## config.mk

```make
export PLATFORM = sky130hd
export DESIGN_NAME = uart8
export DESIGN_NICKNAME = d
export VERILOG_FILES = /design/src/rtl/uart8.sv
export SDC_FILE = /design/constraint.sdc
export NUM_CORES = 1
export LEC_CHECK = 0
export ABC_AREA = 1
export CORE_AREA = 8 8 122 124
export CTS_CLUSTER_SIZE = 16
export DETAILED_ROUTE_END_ITERATION = 7
export DIE_AREA = 0 0 130 132
export PLACE_DENSITY = 0.77
export SLEW_MARGIN = 10
export SYNTH_ARGS = -nofsm -noshare
export SYNTH_HDL_FRONTEND = slang
export SYNTH_SLANG_ARGS = --single-unit
```

## constraint.sdc

```tcl
create_clock -name clk -period 2.7 [get_ports clk]
set_clock_uncertainty 0.1 [all_clocks]
set_input_delay 0.405 -clock clk [delete_from_list [all_inputs] [get_ports clk]]
set_output_delay 0.405 -clock clk [all_outputs]
set_load 0.05 [all_outputs]
```

## src/rtl/uart8.sv

```systemverilog
// uart8: byte-lane UART peripheral with a TX FIFO feeding an 8N1 shifter, a single RX
// holding register behind a 2-flop synchroniser, a 16-bit divisor and maskable interrupts.
//
// state   | meaning (TX and RX FSMs share the encoding)
// S_IDLE  | line idle; TX waits for FIFO data, RX waits for a falling edge
// S_START | start bit; RX re-checks it at mid-bit to reject glitches
// S_DATA  | 8 data bits, LSB first
// S_STOP  | stop bit; TX chains straight into the next frame if the FIFO has data
module uart8 #(
  parameter logic [15:0] CLK_DIV_RST = 16'd433,
  parameter int          TX_DEPTH    = 4
) (
  input  logic       clk,
  input  logic       rst,
  input  logic [1:0] addr,
  input  logic       en,
  input  logic       rd_n,
  input  logic       wr_n,
  input  logic [7:0] data_o,
  output logic [7:0] data_i,
  output logic       rdy,
  output logic       txd,
  input  logic       rxd,
  output logic       ext_int
);

  localparam int PW = (TX_DEPTH > 1) ? $clog2(TX_DEPTH) : 1;
  localparam logic [PW:0] DEPTH_C = (PW+1)'(TX_DEPTH);

  typedef enum logic [1:0] {S_IDLE, S_START, S_DATA, S_STOP} state_t;

  logic        r_strobe_q;
  logic        w_strobe, w_access, w_wr, w_rd, w_data_wr, w_data_rd;
  logic [15:0] r_div;
  logic        r_rx_ie, r_tx_ie, r_rx_valid, r_rx_ovr, r_rx_fe;
  logic [7:0]  r_rx_hold;
  logic [7:0]  w_status, w_rd_mux;

  logic [7:0]  r_fifo [TX_DEPTH];
  logic [PW-1:0] r_wptr, r_rptr;
  logic [PW:0] r_count;
  logic        w_fifo_full, w_fifo_empty, w_push, w_pop, w_tx_empty;

  state_t      r_tx_state, w_tx_next;
  logic [15:0] r_tx_cnt;
  logic [2:0]  r_tx_bit;
  logic [7:0]  r_tx_shift;
  logic        w_tx_zero;

  state_t      r_rx_state, w_rx_next;
  logic        r_rx_s1, r_rx_s2, r_rx_prev;
  logic [15:0] r_rx_cnt;
  logic [2:0]  r_rx_bit;
  logic [7:0]  r_rx_shift;
  logic        w_rx_zero, w_rx_fall, w_rx_done, w_rx_ferr;

  // Side effects fire only on the first cycle of a strobe.
  assign w_strobe  = en & (~rd_n | ~wr_n);
  assign w_access  = w_strobe & ~r_strobe_q;
  assign w_wr      = w_access & ~wr_n;
  assign w_rd      = w_access & ~rd_n;
  assign w_data_wr = w_wr & (addr == 2'd0);
  assign w_data_rd = w_rd & (addr == 2'd0);

  assign w_fifo_full  = (r_count == DEPTH_C);
  assign w_fifo_empty = (r_count == '0);
  assign w_push       = w_data_wr & (~w_fifo_full | w_pop);
  assign w_tx_empty   = w_fifo_empty & (r_tx_state == S_IDLE);

  assign w_status = {1'b0, r_rx_fe, r_tx_ie, r_rx_ie, r_rx_ovr, w_tx_empty, w_fifo_full, r_rx_valid};

  always_comb begin
    w_rd_mux = 8'h00;
    case (addr)
      2'd0: w_rd_mux = r_rx_hold;
      2'd1: w_rd_mux = w_status;
      2'd2: w_rd_mux = r_div[7:0];
      2'd3: w_rd_mux = r_div[15:8];
      default: w_rd_mux = 8'h00;
    endcase
  end

  always_ff @(posedge clk) begin
    if (rst) begin
      r_strobe_q <= 1'b0;
      rdy        <= 1'b0;
      data_i     <= 8'h00;
      ext_int    <= 1'b0;
    end else begin
      r_strobe_q <= w_strobe;
      rdy        <= w_strobe;
      if (w_rd) data_i <= w_rd_mux;
      ext_int    <= (r_rx_ie & r_rx_valid) | (r_tx_ie & w_tx_empty);
    end
  end

  always_ff @(posedge clk) begin
    if (rst) begin
      r_div      <= CLK_DIV_RST;
      r_rx_ie    <= 1'b0;
      r_tx_ie    <= 1'b0;
      r_rx_valid <= 1'b0;
      r_rx_ovr   <= 1'b0;
      r_rx_fe    <= 1'b0;
      r_rx_hold  <= 8'h00;
    end else begin
      if (w_wr) begin
        case (addr)
          2'd1: begin
            r_rx_ie <= data_o[4];
            r_tx_ie <= data_o[5];
            if (data_o[3]) r_rx_ovr <= 1'b0;
            if (data_o[6]) r_rx_fe  <= 1'b0;
          end
          2'd2: r_div[7:0]  <= data_o;
          2'd3: r_div[15:8] <= data_o;
          default: ;
        endcase
      end
      if (w_data_rd) r_rx_valid <= 1'b0;
      // A new byte beats a same-cycle read; a pending unread byte becomes an overrun.
      if (w_rx_done) begin
        r_rx_hold  <= r_rx_shift;
        r_rx_valid <= 1'b1;
        if (r_rx_valid & ~w_data_rd) r_rx_ovr <= 1'b1;
      end
      if (w_rx_ferr) r_rx_fe <= 1'b1;
    end
  end

  always_ff @(posedge clk) begin
    if (w_push) r_fifo[r_wptr] <= data_o;
  end

  always_ff @(posedge clk) begin
    if (rst) begin
      r_wptr  <= '0;
      r_rptr  <= '0;
      r_count <= '0;
    end else begin
      if (w_push) r_wptr <= r_wptr + 1'b1;
      if (w_pop)  r_rptr <= r_rptr + 1'b1;
      case ({w_push, w_pop})
        2'b10:   r_count <= r_count + 1'b1;
        2'b01:   r_count <= r_count - 1'b1;
        default: ;
      endcase
    end
  end

  assign w_tx_zero = (r_tx_cnt == 16'd0);

  always_comb begin
    w_tx_next = r_tx_state;
    w_pop     = 1'b0;
    case (r_tx_state)
      S_IDLE:  if (!w_fifo_empty) begin w_tx_next = S_START; w_pop = 1'b1; end
      S_START: if (w_tx_zero) w_tx_next = S_DATA;
      S_DATA:  if (w_tx_zero && r_tx_bit == 3'd7) w_tx_next = S_STOP;
      S_STOP: begin
        if (w_tx_zero) begin
          if (!w_fifo_empty) begin w_tx_next = S_START; w_pop = 1'b1; end
          else w_tx_next = S_IDLE;
        end
      end
      default: w_tx_next = S_IDLE;
    endcase
  end

  always_ff @(posedge clk) begin
    if (rst) r_tx_state <= S_IDLE;
    else     r_tx_state <= w_tx_next;
  end

  always_ff @(posedge clk) begin
    if (rst) begin
      txd        <= 1'b1;
      r_tx_cnt   <= 16'd0;
      r_tx_bit   <= 3'd0;
      r_tx_shift <= 8'h00;
    end else begin
      case (r_tx_state)
        S_IDLE: begin
          if (w_pop) begin
            r_tx_shift <= r_fifo[r_rptr];
            r_tx_cnt   <= r_div;
            txd        <= 1'b0;
          end
        end
        S_START: begin
          if (w_tx_zero) begin
            txd        <= r_tx_shift[0];
            r_tx_shift <= r_tx_shift >> 1;
            r_tx_cnt   <= r_div;
            r_tx_bit   <= 3'd0;
          end else r_tx_cnt <= r_tx_cnt - 16'd1;
        end
        S_DATA: begin
          if (w_tx_zero) begin
            r_tx_cnt <= r_div;
            if (r_tx_bit == 3'd7) txd <= 1'b1;
            else begin
              txd        <= r_tx_shift[0];
              r_tx_shift <= r_tx_shift >> 1;
              r_tx_bit   <= r_tx_bit + 3'd1;
            end
          end else r_tx_cnt <= r_tx_cnt - 16'd1;
        end
        S_STOP: begin
          if (w_tx_zero) begin
            if (w_pop) begin
              r_tx_shift <= r_fifo[r_rptr];
              r_tx_cnt   <= r_div;
              txd        <= 1'b0;
            end
          end else r_tx_cnt <= r_tx_cnt - 16'd1;
        end
        default: txd <= 1'b1;
      endcase
    end
  end

  assign w_rx_zero = (r_rx_cnt == 16'd0);
  assign w_rx_fall = r_rx_prev & ~r_rx_s2;
  assign w_rx_done = (r_rx_state == S_STOP) & w_rx_zero & r_rx_s2;
  assign w_rx_ferr = (r_rx_state == S_STOP) & w_rx_zero & ~r_rx_s2;

  always_comb begin
    w_rx_next = r_rx_state;
    case (r_rx_state)
      S_IDLE:  if (w_rx_fall) w_rx_next = S_START;
      S_START: if (w_rx_zero) w_rx_next = r_rx_s2 ? S_IDLE : S_DATA;
      S_DATA:  if (w_rx_zero && r_rx_bit == 3'd7) w_rx_next = S_STOP;
      S_STOP:  if (w_rx_zero) w_rx_next = S_IDLE;
      default: w_rx_next = S_IDLE;
    endcase
  end

  always_ff @(posedge clk) begin
    if (rst) r_rx_state <= S_IDLE;
    else     r_rx_state <= w_rx_next;
  end

  always_ff @(posedge clk) begin
    if (rst) begin
      r_rx_s1    <= 1'b1;
      r_rx_s2    <= 1'b1;
      r_rx_prev  <= 1'b1;
      r_rx_cnt   <= 16'd0;
      r_rx_bit   <= 3'd0;
      r_rx_shift <= 8'h00;
    end else begin
      r_rx_s1   <= rxd;
      r_rx_s2   <= r_rx_s1;
      r_rx_prev <= r_rx_s2;
      case (r_rx_state)
        S_IDLE: if (w_rx_fall) r_rx_cnt <= r_div >> 1;
        S_START: begin
          if (w_rx_zero) begin
            r_rx_cnt <= r_div;
            r_rx_bit <= 3'd0;
          end else r_rx_cnt <= r_rx_cnt - 16'd1;
        end
        S_DATA: begin
          if (w_rx_zero) begin
            r_rx_shift <= {r_rx_s2, r_rx_shift[7:1]};
            r_rx_cnt   <= r_div;
            r_rx_bit   <= r_rx_bit + 3'd1;
          end else r_rx_cnt <= r_rx_cnt - 16'd1;
        end
        S_STOP: if (!w_rx_zero) r_rx_cnt <= r_rx_cnt - 16'd1;
        default: r_rx_cnt <= 16'd0;
      endcase
    end
  end

endmodule

```

======== Yosys cells after proc, flatten, opt, wreduce, memory -nomap -nowiden ========
Memory sizes are Yosys's and may differ from the RTL's. A register that Yosys moved wholly into a read port is not among the register bits.
Index checks and enable logic that the tools add are counted.
operators by class
  add/sub/neg operators ................... 8
  eq/ne operators ......................... 26
  muxes and demuxes ....................... 59
  bitwise gates (word level) .............. 24
  reductions and logical operators ........ 29
operators with widths
  kind                   count
  $mux 16                6
  $pmux 16 s3            2
  $pmux 8 s4             2
  $mux 8                 5
  $logic_not 16->1       2
  $sub 16x1->16 const B  2
  $ne 2x2->1 const B     12
  $mux 2                 11
  $mux 1                 21
  $pmux 3 s2             3
  $pmux 2 s4             2
  $reduce_and 4->1       4
  $and 1x1->1            15
  $mux 3                 5
  $eq 2x2->1 const B     7
  $reduce_bool 2->1      7
  $reduce_and 2->1       5
  $add 3x1->3 const B    3
  $eq 3x3->1 const B     3
  $reduce_and 3->1       3
  $eq 2x1->1 const B     4
  $logic_not 2->1        3
  $not 1->1              6
  $add 2x1->2 const B    2
  other kinds (7)        11
storage, ports and cells
  register bits after elaboration ......... 108
  bits in writable memories ............... 32
  logic and storage cells ................. 173
  memories ................................ 1
memories
  name    depth  width  rd ports  clocked after Yosys merged registers in  wr ports  RTL line  RTL
  r_fifo  4      8      1         1                                        1         39        logic [7:0] r_fifo [TX_DEPTH];

======== Logic depth before layout (Yosys ltp) ========
Gate-level depths: netlist of run 1.
  word-level depth ........................ 10
  depth in mapped cells ................... 15
  depth with buffers taken out ............ 15

======== Worst setup path before layout of run 1 ========
No wires, ideal clock.
  kind .................................... flip-flop to flip-flop
  from .................................... reg r_tx_state[0]
  to ...................................... reg r_count[2]
  arrival ................................. 2.035 ns
  slack ................................... 0.450 ns
  cell stages (with the launch flop) ...... 14
  period minus slack after synthesis ...... 2.250 ns
  path through ............................ dfxtp_1 ha_1 inv_1 a21oi_2 nand3_2 nand2_4 nand2_2 inv_2 nand2_1 fa_1 inv_1 nand4_1 a21oi_1 nor2_1
between the ends
  cells in the longest elaborated chain, start to end .. 6
  elaborated cells on any way between the ends .. 9
  those cells by class .................... 3 x eq/ne; 2 x mux; 2 x bitwise; 2 x reduce/logical
RTL lines
  element                                          RTL line  RTL
  start, declared                                  44        state_t r_tx_state, w_tx_next;
  start signal, assigned                           172       else r_tx_state <= w_tx_next;
  $eq 2x2->1 or $logic_not 2->1 (tied branches)    156       case (r_tx_state)
  $pmux 1 s2 *                                     156
  $or 1x1->1                                       67        assign w_push = w_data_wr & (~w_fifo_full | w_pop);
  $and 1x1->1                                      67
  $eq 2x1->1 or $eq 2x2->1 (tied branches)         143       case ({w_push, w_pop})
  $pmux 3 s2 or $reduce_bool 2->1 (tied branches)  n/a
  end signal, assigned                             144       2'b10: r_count <= r_count + 1'b1;
  end signal, assigned                             145       2'b01: r_count <= r_count - 1'b1;
  end, declared                                    41        logic [PW:0] r_count;
Every way passes the cells marked *; elsewhere a longest branch is shown, timed or not.
A chain may end at the register's enable or synchronous reset.

======== Worst setup path in the final report of run 1 ========
  from .................................... reg r_tx_cnt[0]
  to ...................................... reg r_tx_shift[7]
between the ends
  cells in the longest elaborated chain, start to end .. 6
  elaborated cells on any way between the ends .. 10
  those cells by class .................... 3 x eq/ne; 5 x mux; 2 x reduce/logical
RTL lines
  element                 RTL line  RTL
  start, declared         45        logic [15:0] r_tx_cnt;
  start signal, assigned  186       r_tx_cnt <= r_div;
  start signal, assigned  194       r_tx_cnt <= r_div;
  start signal, assigned  196       end else r_tx_cnt <= r_tx_cnt - 16'd1;
  $logic_not 16->1 *      151       assign w_tx_zero = (r_tx_cnt == 16'd0);
  $mux 1                  161       if (w_tx_zero) begin
  $pmux 1 s2              156
  $mux 8 (2 in series)    n/a
  $pmux 8 s4              n/a
  end signal, assigned    185       r_tx_shift <= r_fifo[r_rptr];
  end signal, assigned    193       r_tx_shift <= r_tx_shift >> 1;
  end signal, assigned    204       r_tx_shift <= r_tx_shift >> 1;
  end, declared           47        logic [7:0] r_tx_shift;
Every way passes the cells marked *; elsewhere a longest branch is shown, timed or not. The select of a mux whose other input is x is not followed.

==> results.cfg, run 1 <==
[outcome]
status = finished clean

[die]
ios = 27
core_area_mm2 = 0.0130
die_h_um = 132
row_count = 42
dieWidth_um = 130
die_area_mm2 = 0.0172
start_util = 0.586

[route]
wl_per_cell_um = 15.7
drt_iter0_markers = 523
antenna_left = 0
viasPerCell = 5.63
drt_pass1_iterations = 6
m1WireLength_um = 8370
drc = 0
dr.max_layer_used = met4
wl_met3_um = 1370
met2WireLength_um = 9490
num_vias = 7127
routed_wl_um = 19900

[placement]
port_buffers = 26
place_area_mm2 = 0.00805
post-place-cells = 1233
hpwl_um = 13600
place_congestion = 0.933

[critical_path]
cp_max_fo = 20
crit_family = simple AND/OR/NAND/NOR gates
slowest_delay_ns = 0.40
crit_path_top_delay_cell = nand2_1
cp_common_cell = nand2_1
worst-path-buf-inv = 2
cp.arrival_ns = 2.62
cp.required_ns = 2.88
cp-end-kind = flip-flop
path_cells = inv_1, ha_1, nand2_1, nor2_2, nand3_2, nand2_4, nand2_2, buf_4, nand2_1, nand2_1, nand2_1, a21oi_1
crit_path_start_kind = flip-flop
crit_type = reg2reg

[synth]
synth_top_area_cell = dfxtp_1
synth-main-ff-cell = dfxtp_1
synthTopCellsByArea = dfxtp_1, edfxtp_1, nand2_1, a21oi_1, o21ai_0
syn_area_mm2 = 0.00761
synth-edff-count = 32
yosysWarnings = 0
ys_types = 45
synthCells = 1049
avgSynthCellArea_um2 = 7.25
ys_ff_latch = 142
yosysTopAreaCellShare = 0.289
syn_nets = 1086
async_reset_ff_frac = 0
ys_seq_area_frac = 0.416

[clock_network]
numCtsBuffers = 17
insertion_delay_ns = 0.43
post_cts_buffers = 0
clockRootBuffer = clkbuf_16
cts_resized = 0
clk_path_buf_depth = 2
hold_buffers = 0
cts.clk_slew.worst_paths_ns = 0.06
cts.sinks = 142
h-tree-depth = 4
cts_tree = built

[grt]
antenna_found_initial = 0
grt_pass1_vias = 6712
grt_pass1_wl_um = 32600
grt_overflow = 0
grt_use_total = 0.240
grt_max_degree = 59

[timing]
hold_viol = 0
fin_crit_ns = 2.44
drv_slew = 0
max_slew_margin = 0.581
finalSetupTns_ns = 0
max_freq_mhz = 410
setup_violations = 0
fin_crit_sh = 0.904
max_slew.worst_pin.slew_ns = 0.628
rsz0062_at_grt = false

[final_layout]
final_util = 0.665
diodes = 0
final_area_mm2 = 0.00864
final_net_count = 1113
final_common_cell = nand2_1
nFillCells = 1144
area_growth_pct = 13.5
finalNonFillerCells = 1265
final_cell_mix = nand2_1, inv_1, dfxtp_1
final_layout_size_suffix_gt1_frac = 0.0762

[min_path]
hold_class = reg2reg

[power]
p_total_mw = 10.0
max-vdd-ir-drop_v = 0.000697
pwr_density_cell_mw_per_mm2 = 1160
p_leak_nw = 3.67

[run]
cap_viol_max_count = 0
[registers in the layout (all words and copies together) (netlist names), 2 cells and up, named ones only]
name,count
data_i,8
r_count,3
r_div,16
r_fifo,32
r_rptr,2
r_rx_bit,3
r_rx_cnt,16
r_rx_hold,8
r_rx_shift,8
r_tx_bit,3
r_tx_cnt,16
r_tx_shift,8
r_tx_state,2
r_wptr,2
[final timing paths]
check	start	endpoint	slack (ns)	cells after the start
setup / recovery	r_tx_cnt[0]$_SDFF_PP0_	r_tx_shift[7]$_SDFFE_PP0P_	0.26	12
hold / removal	r_rx_s1$_SDFF_PP1_	r_rx_s2$_SDFF_PP1_	0.32	1
setup reg to reg	r_tx_cnt[0]$_SDFF_PP0_	r_tx_shift[7]$_SDFFE_PP0P_	0.26	12
hold reg to reg	r_rx_s1$_SDFF_PP1_	r_rx_s2$_SDFF_PP1_	0.32	1
[worst reg2reg max path: cells and delay by family (launching register included)]
kind            cells  cell delay (ns)
flops               1             0.32
fa+ha+maj           1             0.20
buf+inv             2             0.29
simple gates        8             1.30
compound gates      1             0.07
[stage by stage]
stage | setup slack (ns) | hold slack (ns)
after CTS | 0.289 | 0.317
after floorplan | 0.450 | 0.289
after global placement | 0.188 | 0.291
after detailed placement | 0.0720 | 0.303
after global routing | 0.0930 | 0.329
final | 0.260 | 0.317
[cell families (layout without fill, tap and decap cells)]
group           after synthesis  count (layout)  synth area share
flops                       142             142             0.416
compound gates              260             260             0.189
fa+ha+maj                    21              21            0.0355
xor+xnor                     19              19            0.0219
buf+inv                     162             202            0.0865
simple gates                438             438             0.242
mux                           7               7           0.00921
[report_power, final]
| group | switching, mW | total, mW | internal, mW |
|---|---|---|---|
| Sequential | 0.286 | 2.77 | 2.48 |
| Combinational | 3.25 | 4.91 | 1.66 |
| Clock | 0.962 | 2.33 | 1.37 |
[area by class of cell]
type | instances | area (um2) | area share
multi-input combinational | 745 | 3790 | 0.439
tap | 176 | 220 | 0.0255
clock buffer | 20 | 468 | 0.0542
sequential | 142 | 3160 | 0.366
clock inverter | 12 | 119 | 0.0138
timing repair buffer | 48 | 420 | 0.0487
inverter | 122 | 458 | 0.0530
[per-layer routing]
metal | GRT usage | vias to the layer above
met5 | 0 | -
met4 | 0.101 | 0
met3 | 0.0611 | 63
met2 | 0.386 | 256
met1 | 0.296 | 3286
li1 | - | 3522
[synth_stat cells (4+ instances only)]
cell type	n
a31oi_1	4
dfxtp_1	110
buf_4	6
inv_1	117
clkbuf_1	26
nand2_1	232
nor2_2	6
nand4_1	5
a21oi_1	105
edfxtp_1	32
inv_2	4
nor2_1	108
mux2i_1	7
ha_1	20
o211ai_1	25
nor3_1	7
nand2_2	5
a211oi_1	7
buf_2	4
nand3_1	65
xor2_1	18
o21ai_0	104
Power figures use the tool's default switching activity.
==> run 2: changes to the inputs <==
--- a/config.mk
+++ b/config.mk
@@ -11,6 +11,7 @@
 export DETAILED_ROUTE_END_ITERATION = 7
 export DIE_AREA = 0 0 130 132
 export PLACE_DENSITY = 0.77
+export RECOVER_POWER = 50
 export SLEW_MARGIN = 10
 export SYNTH_ARGS = -nofsm -noshare
 export SYNTH_HDL_FRONTEND = slang
==> run 2 against run 1 <==
Via count about the same. Cell count unchanged. First-iteration DRC count increased by 1.1%. Flip-flop and latch count unchanged.
==> results.cfg, run 2 (synthesis results as in run 1) <==
[route]
dr.max_layer_used = met4
drt_pass1_iterations = 5
drc = 0
met2WireLength_um = 9460
m1WireLength_um = 8610
drt_iter0_markers = 529
antenna_left = 0
viasPerCell = 5.63
wl_met3_um = 1230
num_vias = 7122
routed_wl_um = 19900
wl_per_cell_um = 15.7

[clock_network]
cts_tree = built
numCtsBuffers = 17
post_cts_buffers = 0
hold_buffers = 0
h-tree-depth = 4
cts_resized = 0
clk_path_buf_depth = 2
insertion_delay_ns = 0.43
cts.clk_slew.worst_paths_ns = 0.06
cts.sinks = 142
clockRootBuffer = clkbuf_16

[critical_path]
cp.arrival_ns = 2.63
critical_path.startpoint = r_tx_cnt[0]$_SDFF_PP0_
cp-end-kind = flip-flop
crit_type = reg2reg
cp.required_ns = 2.85
reg2reg_from = r_tx_cnt[0]$_SDFF_PP0_
cp_max_fo = 20
crit_path_start_kind = flip-flop
path_cells = inv_1, ha_1, nand2_1, nor2_2, nand3_2, nand2_4, nand2_2, buf_4, nand2_1, nand2_1, nand2_1, a21oi_1
cp_common_cell = nand2_1
crit_path_top_delay_cell = nand2_1
slowest_delay_ns = 0.41

[final_layout]
largest_register_ffs = 32
final_common_cell = nand2_1
diodes = 0
final_area_mm2 = 0.00862
final_util = 0.664
finalNonFillerCells = 1265
largest-register = r_fifo
final_net_count = 1113
area_growth_pct = 13.3
final_cell_mix = nand2_1, inv_1, dfxtp_1
final_layout_size_suffix_gt1_frac = 0.0716

[timing]
rsz0062_at_grt = false
holdWs_ns = 0.317
fin_crit_sh = 0.917
drv_slew = 0
setup_violations = 0
finalSetupTns_ns = 0
max_slew.worst_pin.slew_ns = 1.20
setup_ws_ns = 0.225
fin_crit_ns = 2.47
max_slew_margin = 0.199
max_freq_mhz = 404
hold_viol = 0

[power]
sw_frac_of_total = 0.451
power_frac_comb = 0.490
p_sw_mw = 4.51
pwr_density_cell_mw_per_mm2 = 1160
power.internal_mw = 5.49
seqPwrFrac = 0.277
p_leak_nw = 3.70
p_clk_frac = 0.233
p_total_mw = 10.0
max-vdd-ir-drop_v = 0.000702

[die]
start_util = 0.586
die_area_mm2 = 0.0172
dieWidth_um = 130
row_count = 42
ios = 27
die_h_um = 132
core_area_mm2 = 0.0130

[placement]
port_buffers = 26
place_area_mm2 = 0.00805
hpwl_um = 13600
post-place-cells = 1233
place_congestion = 0.933
post-place-ws_ns = 0.0720

[grt]
grt_overflow = 0
grt_pass1_wl_um = 32600
grt_pass1_vias = 6712
antenna_found_initial = 0
grt_use_total = 0.240
grt_max_degree = 59

[min_path]
min-delay-start = r_rx_s1$_SDFF_PP1_
hold_class = reg2reg

[outcome]
status = finished clean

[run]
cap_viol_max_count = 0
## run 2: path summary, 6_finish.rpt
path,endpoint,slack (ns),depth (start not counted)
min reg2reg,r_rx_s2$_SDFF_PP1_,0.32,1
max,r_tx_shift[7]$_SDFFE_PP0P_,0.23,12
min,r_rx_s2$_SDFF_PP1_,0.32,1
max reg2reg,r_tx_shift[7]$_SDFFE_PP0P_,0.23,12
## run 2: power groups by stage
stage	Clock [mW]	Combinational (mW)	Sequential, mW
2_1_floorplan	0	3.83	2.77
3_3_place_gp	0	4.73	2.80
3_5_place_dp	0	4.80	2.80
4_1_cts	2.34	4.85	2.76
5_1_grt	2.45	5.54	2.82
6_report	2.33	4.90	2.77
## run 2: layout make-up
| type | count | area [um2] |
|---|---|---|
| Inverter | 122 | 458 |
| Multi-Input combinational cell | 745 | 3780 |
| Sequential cell | 142 | 3160 |
| Fill cell | 1149 | 4360 |
| Clock buffer | 20 | 468 |
| Tap cell | 176 | 220 |
| Clock inverter | 12 | 119 |
| Timing Repair Buffer | 48 | 412 |
## run 2: critical path: cells and delay by family, from the launching register on
family                   cells  cell delay [ns]
buffers and inverters        2             0.29
flip-flops                   1             0.33
adder cells (fa/ha/maj)      1             0.20
AND/OR/NAND/NOR              8             1.30
AO/OA/AOI/OAI                1             0.07
## run 2: per-layer routing
layer,vias to the layer above,global-route usage
li1,3528,-
met1,3293,0.296
met2,251,0.386
met3,50,0.0611
met4,0,0.101
met5,-,0
